## config.mk

```make
export PLATFORM = sky130hd
export DESIGN_NAME = multi_rate_tick_gen
export DESIGN_NICKNAME = d
export VERILOG_FILES = /design/src/rtl/tick_gen_pkg.sv /design/src/rtl/tick_channel.sv /design/src/rtl/multi_rate_tick_gen.sv
export SDC_FILE = /design/constraint.sdc
export NUM_CORES = 2
export LEC_CHECK = 0
export ABC_AREA = 1
export CORE_MARGIN = 2
export CORE_UTILIZATION = 55
export CTS_CLUSTER_SIZE = 28
export DETAILED_ROUTE_END_ITERATION = 6
export HOLD_SLACK_MARGIN = 0.15
export PLACE_DENSITY_LB_ADDON = 0.25
export SETUP_SLACK_MARGIN = 0.4
export SYNTH_ARGS = -nofsm -noshare
export SYNTH_HDL_FRONTEND = slang
export SYNTH_HIERARCHICAL = 1
export SYNTH_SLANG_ARGS = --single-unit
```

## constraint.sdc

```tcl
create_clock -name clk -period 4.1 [get_ports clk]
set_input_delay 1.23 -clock clk [delete_from_list [all_inputs] [get_ports clk]]
set_output_delay 1.23 -clock clk [all_outputs]
set_load 0.02 [all_outputs]
```

## src/rtl/tick_gen_pkg.sv

```systemverilog
// Shared types and sizing helpers for the multi-rate tick generator.
// Default widths match the original five-stream, 24-bit divider set.
package tick_gen_pkg;

    localparam int unsigned DEF_NUM_CH = 5;
    localparam int unsigned DEF_CNT_W  = 24;

    typedef logic [DEF_CNT_W-1:0] cnt_t;

    typedef struct packed {
        cnt_t period;
        cnt_t phase;
    } chan_cfg_t;

    // Channel index width, never below one bit so a single channel still has a select.
    function automatic int unsigned idx_w(input int unsigned n);
        return (n > 1) ? $clog2(n) : 1;
    endfunction

    localparam int unsigned CH_IDX_W = idx_w(DEF_NUM_CH);

endpackage

```

## src/rtl/tick_channel.sv

```systemverilog
// One programmable tick channel: counter, active/shadow period+phase, pending flag.
// Shadow config is committed on the channel's own wrap so running periods never glitch.
module tick_channel
    import tick_gen_pkg::*;
#(
    parameter int unsigned CNT_W = 24
) (
    input  logic             clk,
    input  logic             rst,
    input  logic             en,
    input  logic             sync_clr,
    input  logic             we,
    input  logic [CNT_W-1:0] wr_period,
    input  logic [CNT_W-1:0] wr_phase,
    output logic             tick,
    output logic             pending,
    output logic             active,
    output logic             wrap
);

    logic [CNT_W-1:0] per_q, per_d, pha_q, pha_d, cnt_q, cnt_d;
    logic [CNT_W-1:0] sh_per_q, sh_per_d, sh_pha_q, sh_pha_d;
    logic [CNT_W-1:0] nper, npha;
    logic             pend_q, pend_d, tick_q, tick_d;

    // A phase at or beyond the period would never match the wrap compare; clamp it to 0.
    function automatic logic [CNT_W-1:0] eff_phase(input logic [CNT_W-1:0] p,
                                                   input logic [CNT_W-1:0] f);
        return (f >= p) ? '0 : f;
    endfunction

    assign active = (per_q != '0);
    assign wrap   = en && !sync_clr && active && (cnt_q == per_q - CNT_W'(1));

    always_comb begin
        per_d    = per_q;
        pha_d    = pha_q;
        cnt_d    = cnt_q;
        sh_per_d = sh_per_q;
        sh_pha_d = sh_pha_q;
        pend_d   = pend_q;
        tick_d   = 1'b0;
        nper     = pend_q ? sh_per_q : per_q;
        npha     = pend_q ? sh_pha_q : pha_q;

        if (sync_clr) begin
            if (we) begin
                nper = wr_period;
                npha = wr_phase;
            end
            per_d  = nper;
            pha_d  = npha;
            cnt_d  = eff_phase(nper, npha);
            pend_d = 1'b0;
        end else if (we && (!active || wrap)) begin
            per_d  = wr_period;
            pha_d  = wr_phase;
            cnt_d  = eff_phase(wr_period, wr_phase);
            pend_d = 1'b0;
            tick_d = wrap;
        end else begin
            if (we) begin
                sh_per_d = wr_period;
                sh_pha_d = wr_phase;
                pend_d   = 1'b1;
            end
            if (wrap) begin
                tick_d = 1'b1;
                if (pend_q) begin
                    per_d  = sh_per_q;
                    pha_d  = sh_pha_q;
                    cnt_d  = eff_phase(sh_per_q, sh_pha_q);
                    pend_d = 1'b0;
                end else begin
                    cnt_d = '0;
                end
            end else if (!active) begin
                cnt_d = '0;
            end else if (en) begin
                cnt_d = cnt_q + CNT_W'(1);
            end
        end
    end

    always_ff @(posedge clk or negedge rst) begin
        if (!rst) begin
            per_q    <= '0;
            pha_q    <= '0;
            cnt_q    <= '0;
            sh_per_q <= '0;
            sh_pha_q <= '0;
            pend_q   <= 1'b0;
            tick_q   <= 1'b0;
        end else begin
            per_q    <= per_d;
            pha_q    <= pha_d;
            cnt_q    <= cnt_d;
            sh_per_q <= sh_per_d;
            sh_pha_q <= sh_pha_d;
            pend_q   <= pend_d;
            tick_q   <= tick_d;
        end
    end

    assign tick    = tick_q;
    assign pending = pend_q;

endmodule

```

## src/rtl/multi_rate_tick_gen.sv

```systemverilog
// Runtime-programmable multi-rate enable generator, one tick channel per periodic stream.
// Decodes config writes, fans out sync_clr and registers the all-channels-coincide flag.
module multi_rate_tick_gen
    import tick_gen_pkg::*;
#(
    parameter int unsigned NUM_CH = 5,
    parameter int unsigned CNT_W  = 24
) (
    input  logic                     clk,
    input  logic                     rst,
    input  logic                     en,
    input  logic                     sync_clr,
    input  logic                     cfg_we,
    input  logic [idx_w(NUM_CH)-1:0] cfg_ch,
    input  logic [CNT_W-1:0]         cfg_period,
    input  logic [CNT_W-1:0]         cfg_phase,
    output logic [NUM_CH-1:0]        tick,
    output logic                     all_tick,
    output logic [NUM_CH-1:0]        cfg_pending
);

    localparam int unsigned IdxW = idx_w(NUM_CH);

    logic [NUM_CH-1:0] we_vec, active_vec, wrap_vec;
    logic              all_tick_q, all_tick_d;

    for (genvar i = 0; i < NUM_CH; i++) begin : g_ch
        // Indices at or above NUM_CH match no channel, so such writes fall away.
        assign we_vec[i] = cfg_we && (cfg_ch == IdxW'(i));

        tick_channel #(
            .CNT_W (CNT_W)
        ) u_ch (
            .clk       (clk),
            .rst       (rst),
            .en        (en),
            .sync_clr  (sync_clr),
            .we        (we_vec[i]),
            .wr_period (cfg_period),
            .wr_phase  (cfg_phase),
            .tick      (tick[i]),
            .pending   (cfg_pending[i]),
            .active    (active_vec[i]),
            .wrap      (wrap_vec[i])
        );
    end

    always_comb begin
        all_tick_d = (|active_vec) && ((wrap_vec | ~active_vec) == '1);
    end

    always_ff @(posedge clk or negedge rst) begin
        if (!rst) begin
            all_tick_q <= 1'b0;
        end else begin
            all_tick_q <= all_tick_d;
        end
    end

    assign all_tick = all_tick_q;

endmodule
```

==> impl_metrics.py <==
metrics = {
    "status": {
        "status": "finished, violations left",
        "violations": "design-rule violations",
    },
    "setup_path": {
        "critPathArrivalTime_ps": 4210,
        "cp.required_ps": 4660,
        "ff2ff_setup_slack_ps": 480,
        "regToRegEndpoint": "g_ch[3].u_ch/pha_q[16]",
        "critPathMaxFanout": 7,
        "rr_startpoint": "g_ch[3].u_ch/per_q[0]",
        "r2r_cells": 18,
        "crit_path_end_kind": "flip-flop",
        "start_kind": "input port",
        "critPathKind": "input port to flip-flop",
    },
    "synthesis": {
        "synth_edf_count": 0,
        "synth_adder_area_share_pct": 7.74,
        "synth_cells": 9908,
        "synthArstFlopShare_pct": 100,
        "syn_area_mm2": 0.0598,
        "synth_mux_area_share_pct": 0,
        "ys_warn_count": 6,
        "ys_seq_area_share_pct": 25.6,
        "synth_flop_cell": "dfrtp_1",
        "synth_top_family_by_area": "simple AND/OR/NAND/NOR gates",
        "synth_nets": 10300,
        "syn_area_per_cell_um2": 6.03,
        "synth_seq_cells": 611,
        "yosys.area_share.simple_pct": 39.1,
        "synthXorXnorAreaFrac_pct": 2.44,
        "synth_cell_types": 53,
        "synth_compound_area_share_pct": 13.2,
    },
    "clocking": {
        "insertion_delay_ps": 680,
        "cts_sinks": 611,
        "cts_buffers": 78,
        "cts_tree": "yes",
        "cts_buffer_depth": 3,
        "h-tree-depth": 3,
        "clk_pin_slew_worst_paths_ps": 60,
        "cts_root_buf": "clkbuf_16",
    },
    "timing": {
        "finalCriticalPeriod_ps": 3650,
        "report.final.slew_viol_count": 0,
        "slew_headroom_pct": 32.4,
        "hold_viol": 0,
        "setup_viol_count_final": 0,
        "rsz0062_at_grt": "yes",
        "worst_pin_slew_ps": 1010,
        "hold_ws_ps": 483,
        "fmax_mhz": 274,
        "fin_worst_skew_ps": 20.2,
        "finalCritPeriodShare_pct": 89.1,
    },
    "worst_hold_path": {
        "holdCritPathClass": "input port to async pin",
    },
    "grt": {
        "grt-ovfl-total": 0,
        "grt_pass1_vias": 67200,
        "grt_pass1_wl_mm": 403,
        "antenna_found_initial": 13,
        "grt_max_degree": 97,
        "grt_usage_pct": 47.0,
    },
    "power": {
        "leakagePower_nw": 38.6,
        "p_total_mw": 30.6,
        "irDropWorstVdd_mv": 0.369,
        "power_density_mw_per_mm2": 418,
    },
    "detailed_routing": {
        "routed_via_density": 6.01,
        "drc": 8,
        "antenna_left": 0,
        "drt_first_iter_violations": 8984,
        "routedWlPerCell_um": 22.5,
        "dr.pass1.iters": 7,
        "wirelength_mm": 268,
        "vias": 71800,
    },
    "place": {
        "numPortBuffers": 66,
        "place_congestion": 1.05,
        "dp.final_hpwl_mm": 197,
    },
    "final_layout": {
        "drive_gt1_share_pct": 15.1,
        "layout_common_cells": "nand2_1, inv_1, nor2_1",
        "fin_nets": 10900,
        "final_common_cell": "nand2_1",
        "syn_to_final_growth_pct": 22.5,
    },
    "flow_run": {
        "maxCapViolations": 0,
    },
    "floorplan": {
        "start_util_pct": 55.6,
        "die_w_um": 334,
        "die-area_mm2": 0.111,
        "rows": 120,
        "core_mm2": 0.108,
        "ios": 67,
        "die_y_um": 334,
    },
}
logic make-up after synthesis:
family	after synthesis
xor gates and xnor gates	165
and+or+nand+nor	5514
AOI/OAI and AO/OA	1507
adders and majority gates	370
buffers and inverters	1741
DFF	611
worst max-delay path, cell delays in order:
cell and delay [ps]:
buf_8 100, inv_6 60, nand2_8 60, nor3_4 220
buf_12 160, clkinvlp_4 130, buf_12 180, buf_6 130
buf_8 130, o21ai_4 160, inv_2 80, ha_4 260
nand4_1 170, nor3_4 210, buf_6 130, nand4_1 80
and3_4 260, buf_16 160, nand3_1 60, nand3_1 90
nand2_1 70, inv_1 40
how the worst max path moves through the flow:
| stage | startpoint | end | slack, ps | cells after the start |
|---|---|---|---|---|
| final | cfg_ch[2] | g_ch[3].u_ch/cnt_q[15] | 450 | 22 |
| after global routing | cfg_ch[2] | g_ch[3].u_ch/cnt_q[0] | 330 | 22 |
| after CTS | cfg_ch[0] | g_ch[3].u_ch/cnt_q[6] | 320 | 23 |
| after detailed placement | cfg_ch[1] | g_ch[2].u_ch/cnt_q[22] | -920 | 19 |
| after global placement | cfg_ch[1] | g_ch[2].u_ch/cnt_q[22] | -900 | 19 |
| after floorplan | cfg_ch[0] | g_ch[0].u_ch/cnt_q[12] | 390 | 21 |
metal layers:
layer / part of all wire [%] / vias to the layer above / GRT usage, %
met4: 8.2 / 14 / 31.0
met5: 0.034 / - / 0
met1: 36 / 33100 / 58.4
met2: 42 / 4777 / 71.1
li1: - / 32800 / -
met3: 13 / 1170 / 13.3
sequential cells by signal, indices dropped and copies added (netlist names):
register,flops
all_tick,1
g_ch.u_ch/cnt_q,120
g_ch.u_ch/pending,5
g_ch.u_ch/per_q,120
g_ch.u_ch/pha_q,120
g_ch.u_ch/sh_per_q,120
g_ch.u_ch/sh_pha_q,120
g_ch.u_ch/tick,5
layout make-up:
cell class | instances | area (um^2)
antenna | 8 | 20.0
sequential | 611 | 15300
clock buffer | 117 | 2360
timing repair buffer | 941 | 9570
multi-input combinational | 7556 | 39000
inverter | 1287 | 4880
tap | 1403 | 1760
clock inverter | 25 | 360
fill | 9641 | 34200
Yosys cell counts, types with 51 or more instances:
cell type / number / area share [%]
xor2_1: 102 / 1.5
nand3_1: 695 / 5.8
nor2_1: 1103 / 6.9
nand4_1: 256 / 2.7
nor3_1: 51 / 0.43
dfrtp_1: 611 / 26
xnor2_1: 62 / 0.91
clkbuf_1: 211 / 1.3
ha_1: 370 / 7.7
a21oi_1: 368 / 3.1
nor2_2: 56 / 0.59
inv_1: 1214 / 7.6
nand2_1: 3165 / 20
o21ai_0: 752 / 6.3
o21ai_1: 288 / 2.4
buf_2: 122 / 1.0
through the flow:
| stage | setup WS [ps] | utilization [%] | setup TNS (ps) | cells | instance area, um^2 |
|---|---|---|---|---|---|
| 5_1_grt | 332 | 68.1 | 0 | 11900 | 73200 |
| 2_1_floorplan | 390 | - | 0 | 9908 | 59900 |
| 4_1_cts | 316 | 66.9 | 0 | 11900 | 71900 |
| 3_3_place_gp | -903 | 62.8 | -83200 | 11700 | 67500 |
| 3_5_place_dp | -921 | 62.8 | -88590 | 11700 | 67500 |
| 6_report | 447 | 68.1 | 0 | 11900 | 73300 |
where the power goes:
group | total, mW | switching [mW] | leakage (nW) | internal, mW
Sequential | 9.09 | 1.90 | 7.44 | 7.19
Combinational | 14.0 | 8.56 | 29.9 | 5.46
Clock | 7.54 | 3.06 | 1.33 | 4.49
repair_timing:
| action | CTS | global route |
|---|---|---|
| cloned | 18 | 7 |
| setup buffers | 27 | 28 |
| endpoints found under the hold margin | 0 | 0 |
| setup endpoints to repair | 145 | 219 |
| hold buffers | 0 | 0 |
| resized for setup | 327 | 286 |
| pin swaps | 68 | 108 |
(Power assumes the default switching activity.)
